<file path="src/rtl/dmem_console_bridge.sv">
// dmem_console_bridge: routes core data writes to RAM, a console byte FIFO, or the exit/drain sequencer
module dmem_console_bridge #(
  parameter logic [31:0] PUTC_ADDR  = 32'h8000001c,
  parameter logic [31:0] EXIT_ADDR  = 32'h8000002c,
  parameter int          FIFO_DEPTH = 16
) (
  input  logic                          clk,
  input  logic                          resetb,
  input  logic                          core_wready,
  input  logic [31:0]                   core_waddr,
  input  logic [31:0]                   core_wdata,
  input  logic [3:0]                    core_wstrb,
  output logic                          core_wvalid,
  output logic                          mem_wready,
  input  logic                          mem_wvalid,
  output logic [31:0]                   mem_waddr,
  output logic [31:0]                   mem_wdata,
  output logic [3:0]                    mem_wstrb,
  output logic                          tx_valid,
  input  logic                          tx_ready,
  output logic [7:0]                    tx_data,
  output logic [$clog2(FIFO_DEPTH):0]   fifo_level,
  output logic [31:0]                   exit_code,
  output logic                          done
);
  localparam int AW = $clog2(FIFO_DEPTH);
  localparam int LW = AW + 1;
  typedef enum logic [1:0] {RUN, DRAIN, DONE} state_t;
  state_t        state;
  logic [7:0]    fifo_mem [FIFO_DEPTH];
  logic [AW-1:0] wr_ptr, rd_ptr;
  logic [LW-1:0] level;
  logic          is_putc, is_exit, is_mem, run, full, empty, push, pop;
  assign is_putc     = core_wready & (core_waddr == PUTC_ADDR);
  assign is_exit     = core_wready & (core_waddr == EXIT_ADDR);
  assign is_mem      = core_wready & !is_putc & !is_exit;
  assign run         = state == RUN;
  assign full        = level == LW'(FIFO_DEPTH);
  assign empty       = level == '0;
  assign push        = is_putc & run & !full;
  assign pop         = tx_valid & tx_ready;
  assign mem_wready  = is_mem & run;
  assign mem_waddr   = core_waddr;
  assign mem_wdata   = core_wdata;
  assign mem_wstrb   = core_wstrb;
  assign core_wvalid = is_mem ? mem_wvalid & run : is_putc ? run & !full : is_exit & run;
  assign tx_valid    = !empty;
  assign tx_data     = tx_valid ? fifo_mem[rd_ptr] : 8'h00;
  assign fifo_level  = level;
  // Console byte storage; lane 0 only, strobes ignored
  always_ff @(posedge clk) begin
    if (push) fifo_mem[wr_ptr] <= core_wdata[7:0];
  end
  // FIFO pointers and occupancy; full test uses pre-pop level
  always_ff @(posedge clk or negedge resetb) begin
    if (!resetb) begin
      wr_ptr <= '0;
      rd_ptr <= '0;
      level  <= '0;
    end else begin
      if (push) wr_ptr <= wr_ptr + 1'b1;
      if (pop) rd_ptr <= rd_ptr + 1'b1;
      level <= level + LW'(push) - LW'(pop);
    end
  end
  // Run / drain / done sequencer with registered exit_code and done
  always_ff @(posedge clk or negedge resetb) begin
    if (!resetb) begin
      state     <= RUN;
      exit_code <= '0;
      done      <= 1'b0;
    end else begin
      case (state)
        RUN: if (is_exit) begin
          exit_code <= core_wdata;
          state     <= DRAIN;
        end
        DRAIN: if (empty || (level == LW'(1) && pop)) begin
          state <= DONE;
          done  <= 1'b1;
        end
        default: state <= state;
      endcase
    end
  end
endmodule
</file>
<file path="config.mk">
export PLATFORM = sky130hd
export DESIGN_NAME = dmem_console_bridge
export DESIGN_NICKNAME = d
export VERILOG_FILES = /design/src/rtl/dmem_console_bridge.sv
export SDC_FILE = /design/constraint.sdc
export NUM_CORES = 1
export LEC_CHECK = 0
export ABC_AREA = 1
export BUFFER_PORTS_ARGS = -buffer_cell sky130_fd_sc_hd__buf_2
export CAP_MARGIN = 10
export CORE_UTILIZATION = 58
export CTS_BUF_LIST = sky130_fd_sc_hd__clkbuf_16
export DETAILED_ROUTE_END_ITERATION = 10
export HOLD_SLACK_MARGIN = 0.12
export PLACE_DENSITY = 0.85
export SLEW_MARGIN = 5
export SYNTH_ARGS = -nofsm -noshare
export SYNTH_HDL_FRONTEND = slang
export SYNTH_SLANG_ARGS = --single-unit
</file>
<file path="constraint.sdc">
create_clock -name clk -period 4.5 [get_ports clk]
set_clock_uncertainty 0.15 [all_clocks]
set_input_delay 0.9 -clock clk [delete_from_list [all_inputs] [get_ports clk]]
set_output_delay 0.9 -clock clk [all_outputs]
set_load 0.02 [all_outputs]
</file>
==> impl_metrics.env, run 1 <==
export IMPL_worstSetupPathType="register to primary output"
export IMPL_vdd_ir_drop_max_mv=0.262
export IMPL_hold_violations=0
export IMPL_cp_start_kind="register"
export IMPL_layout_nets=990
export IMPL_routedWlPerCell_um=16.7
export IMPL_synth_mux_area_share_pct=0
export IMPL_p_switching_uw=1740
export IMPL_intPower_uw=3240
export IMPL_netlist_instances=798
export IMPL_power_frac_comb_pct=32.6
export IMPL_ys_ff_latch=176
export IMPL_clock_latency_ns=0.42
export IMPL_crit_required_ns=3.45
export IMPL_syn_nets=883
export IMPL_drc_errors=0
export IMPL_hold_path_class="input port to asynchronous set/reset pin"
export IMPL_die_y_um=121
export IMPL_rsz0062_at_grt="false"
export IMPL_coreArea_um2=13800
export IMPL_hold_buffers=0
export IMPL_p_leak_uw=0.00419
export IMPL_power_density_nw_per_um2=536
export IMPL_swShare_pct=34.9
export IMPL_yosys_warnings=0
export IMPL_num_vias=5836
export IMPL_wirelength_um=18400
export IMPL_fin_crit_sh_pct=77.8
export IMPL_num_rows=43
export IMPL_drive_gt1_share_pct=25.9
export IMPL_ios=190
export IMPL_cts_resized=0
export IMPL_yosysSeqAreaShare_pct=61.6
export IMPL_areaGrowthSynthToFinish_pct=13.4
export IMPL_seqPwrFrac_pct=37.3
export IMPL_initial_utilization_pct=59.2
export IMPL_h_tree_depth=4
export IMPL_worstSetupEndpointType="primary output"
export IMPL_period_needed_ns=3.50
export IMPL_stdcell_area_um2=9280
export IMPL_status="finished, final reports clean"
export IMPL_avgSynthCellArea_um2=10.3
export IMPL_synth_compound_area_share_pct=4.68
export IMPL_tightest_slew_ns=0.887
export IMPL_drtAntennaViolNets=0
export IMPL_viasPerCell=5.31
export IMPL_setup_worst_path_start="rd_ptr[0]"
export IMPL_synth_top_family_by_area="simple AND/OR/NAND/NOR gates"
export IMPL_power_uw=4980
export IMPL_p_clk_share_pct=30.1
export IMPL_root_buffer="clkbuf_16"
export IMPL_cap_violations=0
export IMPL_worstSetupEndpoint="tx_data[0]"
export IMPL_cts_buffers=17
export IMPL_first_pass_iters=4
export IMPL_r2r_start="fifo_level[2]"
export IMPL_gp_congestion=0.837
export IMPL_finalSetupViolCount=0
export IMPL_cts_tree="done"
export IMPL_reg2reg_setup_slack_ns=1.53
export IMPL_worstPathCellList="clkinv_1 > buf_4 > nand2_1 > nand3_1 > nand3_1 > a21oi_1 > o21a_1 > buf_2"
export IMPL_clock_sinks=176
export IMPL_dpl_cell_count=1066
export IMPL_cp_data_arrival_time_ns=2.45
export IMPL_hpwl_um=12100
export IMPL_stdcell_count=1099
export IMPL_grt_usage_pct=26.5
export IMPL_port_buffers=181
export IMPL_slew_viol_final=0
export IMPL_die_area_um2=14600
export IMPL_cpPeakStageDelay_ns=0.53
export IMPL_syn_area_um2=8190
export IMPL_synthAdderAreaFrac_pct=1.93
export IMPL_die_x_um=121
export IMPL_maxSlewHeadroom_pct=40.6
export IMPL_critPathMaxFanout=54
export IMPL_timing_rr_end="fifo_level[4]"
export IMPL_synthSimpleGateAreaFrac_pct=19.1
export IMPL_cp_common_cell="nand3_1"
export IMPL_clock_path_buffers=2
export IMPL_first_iter_violations=460
export IMPL_grt_max_degree=67
export IMPL_grt_pass1_vias=5587
export IMPL_final_core_util_pct=67.1
export IMPL_setup_tns_ns=0
export IMPL_post_cts_buffers=0
export IMPL_synth_cell_types=30
export IMPL_reg2reg_depth=15
export IMPL_synthXorXnorAreaFrac_pct=0.856
export IMPL_place_area_um2=8670
export IMPL_antenna_found_initial=1
export IMPL_fmax_ghz=0.286
export IMPL_grt_ovfl_total=0
export IMPL_clk_pin_slew_ns=0.06
export IMPL_crit_slowest_cell="buf_4"
export IMPL_grt_pass1_wl_um=28300
==> power by group through the flow <==
| stage | Clock [uW] | Sequential (uW) | Combinational, uW |
|---|---|---|---|
| floorplan | 0 | 1900 | 1140 |
| global placement | 0 | 1890 | 1570 |
| detailed placement | 0 | 1890 | 1600 |
| CTS | 1510 | 1860 | 1620 |
| global route | 1570 | 1860 | 1770 |
| finish | 1500 | 1860 | 1620 |
==> cells in the mapped netlist (all sizes together) <==
library cell | n | area (um^2)
o21ai | 35 | 228
nand2 | 204 | 766
xor2 | 7 | 61.3
xnor2 | 1 | 8.76
nor2 | 47 | 189
nand3b | 1 | 11.3
a21oi | 19 | 95.1
or2 | 2 | 12.5
nand3 | 107 | 541
nand4 | 3 | 18.8
o21a | 8 | 60.1
edfxtp | 128 | 3840
clkbuf | 6 | 22.5
nor4 | 1 | 6.26
fa | 1 | 20.0
dfrtp | 48 | 1200
inv | 71 | 267
ha | 11 | 138
buf | 94 | 673
clkinv | 2 | 7.51
and2 | 1 | 6.26
nor3 | 1 | 10.0
==> worst min path at each step <==
stage | cells past startpoint | end | start | slack, ns
4_1_cts | 1 | done | resetb | 0.16
2_1_floorplan | 1 | state[1] | state[1] | 0.31
3_5_place_dp | 2 | exit_code[7] | exit_code[7] | 0.32
6_report | 1 | done | resetb | 0.17
5_1_grt | 1 | state[1] | resetb | 0.16
3_3_place_gp | 1 | done | done | 0.30
==> placed cells by master, fill, tap and decap left out <==
cell type / n
nor3_2: 1
clkinv_1: 7
a21oi_1: 19
buf_2: 181
dfrtp_2: 1
and2_1: 1
ha_1: 11
dfrtp_1: 47
nor2_2: 2
clkinv_2: 3
fa_1: 1
o21ai_2: 14
nor2_4: 1
diode_2: 1
nand3_2: 1
clkinvlp_4: 3
o21ai_0: 5
buf_4: 7
nand4_1: 3
xor2_1: 7
xnor2_1: 1
or2_2: 2
nor4_1: 1
nand2_1: 204
nor2_1: 44
nand3b_2: 1
o21ai_1: 16
edfxtp_1: 128
clkbuf_16: 17
bufinv_16: 4
nand3_1: 106
o21a_1: 8
inv_1: 71
==> final cells by class <==
class                   count  area [um^2]
diodes                      1         2.50
clock buffers              17          425
clock inverters            15          176
fillers                  1017         4550
inverters                  73          274
multi-input cells         449         2170
flip-flops and latches    176         5050
well taps                 180          225
repair buffers            188          958
==> cells by family (layout without fill, tap and decap cells) <==
logic type,Yosys count,after routing
XOR/XNOR,8,8
other,0,1
buffers and inverters,173,293
adder cells (fa/ha/maj),12,12
AND/OR/NAND/NOR,367,367
AO/OA/AOI/OAI,62,62
flip-flops,176,176
==> sequential cells by signal, indices dropped and copies added, names as in the netlist <==
register	cells
done	1
exit_code	32
fifo_level	5
fifo_mem	128
rd_ptr	4
state	2
wr_ptr	4
==> metrics by stage <==
step	hold slack (ns)	worst slack, ns
3_5_place_dp	0.317	1.02
2_1_floorplan	0.315	1.35
6_report	0.171	0.998
5_1_grt	0.161	0.764
4_1_cts	0.155	0.989
3_3_place_gp	0.297	1.11
==> critical path: cells and delay by family (launching register included) <==
kind | cells | cell delay (ns)
and+or+nand+nor | 3 | 0.35
AOI/OAI and AO/OA | 2 | 0.36
DFF | 1 | 0.40
buffers and inverters | 3 | 0.90
==> per-layer routing <==
layer | GRT usage, % | vias to the layer above | part of all wire (%)
met5 | 0 | - | 0
met4 | 13.7 | 0 | 3.7
met3 | 5.94 | 43 | 7.8
met2 | 42.9 | 302 | 49
met1 | 33.6 | 2713 | 39
li1 | - | 2778 | -
Power figures use the tool's default switching activity.
==> inputs of run 2 (changes only) <==
- CORE_UTILIZATION: 58 -> 54
- PLACE_DENSITY: 0.85 -> 0.8
- clock period: 4.5 -> 3.4 ns (I/O delays scaled with it)
==> impl_metrics.env, run 2 (synthesized netlist as in run 1, its figures left out) <==
export IMPL_status="complete, but fails checks"
export IMPL_violations="design-rule violations"
export IMPL_reg2reg_depth=16
export IMPL_initial_utilization_pct=55.9
export IMPL_grt_usage_pct=24.9
export IMPL_num_rows=44
export IMPL_die_y_um=125
export IMPL_first_iter_violations=451
export IMPL_hold_violations=0
export IMPL_swShare_pct=35.2
export IMPL_die_area_um2=15700
export IMPL_grt_pass1_vias=5497
export IMPL_critPathMaxFanout=36
export IMPL_hpwl_um=12900
export IMPL_rsz0062_at_grt="false"
export IMPL_tightest_slew_ns=0.742
export IMPL_setup_tns_ns=0
export IMPL_reg2reg_setup_slack_ns=0.60
export IMPL_hold_buffers=0
export IMPL_largest_register="fifo_mem"
export IMPL_cts_buffers=17
export IMPL_finalSetupViolCount=0
export IMPL_grt_ovfl_total=0
export IMPL_period_needed_ns=3.12
export IMPL_areaGrowthSynthToFinish_pct=15.4
export IMPL_ios=190
export IMPL_timing_rr_end="fifo_level[4]"
export IMPL_r2r_start="fifo_level[3]"
export IMPL_hold_path_class="input port to asynchronous set/reset pin"
export IMPL_num_vias=5831
export IMPL_first_pass_iters=8
export IMPL_die_x_um=125
export IMPL_fin_crit_sh_pct=91.6
export IMPL_cap_violations=0
export IMPL_gp_congestion=0.855
export IMPL_cts_resized=0
export IMPL_largest_register_ffs=128
export IMPL_drc_errors=4
export IMPL_drive_gt1_share_pct=27.8
export IMPL_seqPwrFrac_pct=38.0
export IMPL_clock_latency_ns=0.43
export IMPL_worstSetupEndpointType="primary output"
export IMPL_grt_pass1_wl_um=29300
export IMPL_cp_start_kind="register"
export IMPL_port_buffers=181
export IMPL_clock_path_buffers=2
export IMPL_maxSlewHeadroom_pct=50.6
export IMPL_fmax_ghz=0.321
export IMPL_p_leak_uw=0.00431
export IMPL_routedWlPerCell_um=16.5
export IMPL_slew_viol_final=0
export IMPL_drtAntennaViolNets=0
export IMPL_root_buffer="clkbuf_16"
export IMPL_grt_max_degree=66
export IMPL_layout_nets=1011
export IMPL_vdd_ir_drop_max_mv=0.402
export IMPL_viasPerCell=5.18
export IMPL_power_frac_comb_pct=32.2
export IMPL_intPower_uw=4250
export IMPL_clock_sinks=176
export IMPL_p_switching_uw=2310
export IMPL_post_cts_buffers=0
export IMPL_h_tree_depth=4
export IMPL_antenna_found_initial=2
export IMPL_mostFrequentLayoutCell="nand2_1"
export IMPL_power_uw=6550
export IMPL_p_clk_share_pct=29.8
export IMPL_coreArea_um2=14600
export IMPL_power_density_nw_per_um2=694
export IMPL_wirelength_um=18600
export IMPL_cp_data_arrival_time_ns=2.29
export IMPL_most_common_layout_cells="nand2_1 (204), buf_2 (181), edfxtp_1 (128)"
export IMPL_worstSetupPathType="register to primary output"
export IMPL_crit_required_ns=2.57
export IMPL_cts_tree="done"
export IMPL_clk_pin_slew_ns=0.06
run 2: cell types whose count changed in the layout (fill, tap and decap cells not counted), sizes merged:
cell      before  now
clkinvlp       3    2
buf          188  209
clkinv        10    6
inv           71   77
diode          1    2
bufinv         4    3
run 2: how the worst max path moves through the flow:
stage              startpoint       endpoint  slack (ns)  cells past startpoint
2_1_floorplan  core_waddr[27]  fifo_level[4]        0.47                     16
3_3_place_gp   core_waddr[21]  fifo_level[4]        0.31                     17
3_5_place_dp   core_waddr[21]  fifo_level[4]        0.21                     17
4_1_cts             rd_ptr[0]     tx_data[0]        0.26                      8
5_1_grt             rd_ptr[0]     tx_data[7]        0.13                      8
6_report            rd_ptr[0]     tx_data[0]        0.28                      8
run 2: stage by stage:
stage	instances	util, %	setup slack, ns	hold slack [ns]	cell area (um^2)
global placement	1091	60.4	0.315	0.303	8850
CTS	1123	64.5	0.264	0.193	9440
finish	1125	64.5	0.284	0.161	9450
floorplan	798	-	0.468	0.234	8190
global route	1125	64.5	0.130	0.222	9450
detailed placement	1091	60.4	0.206	0.306	8850
run 2: cell type report:
cell class	count	area [um^2]
clock buffers	17	425
multi-input cells	449	2170
inverters	73	274
well taps	184	230
fillers	1165	5200
repair buffers	209	1130
clock inverters	15	166
flip-flops and latches	176	5050
diodes	2	5.00
run 2: worst max-delay path, cell delays in order (launching register included):
cell     delay [ns]
dfrtp_2        0.54
inv_1          0.13
buf_4          0.37
nand2_1        0.09
nand3_1        0.09
nand3_1        0.14
a21oi_1        0.18
o21a_1         0.14
buf_2          0.16
run 2: power by group through the flow:
stage	combinational, uW	sequential (uW)	clock [uW]
final	2110	2490	1950
after global routing	2340	2500	2050
after CTS	2130	2490	1970
after detailed placement	2110	2530	0
after global placement	2070	2530	0
after floorplan	1510	2520	0
run 2: metal layers:
metal	global-route usage, %	up-vias	routed length, um
li1	-	2824	-
met1	29.7	2722	7220
met2	43.8	247	9650
met3	5.22	38	1210
met4	10.4	0	532
met5	0	-	0
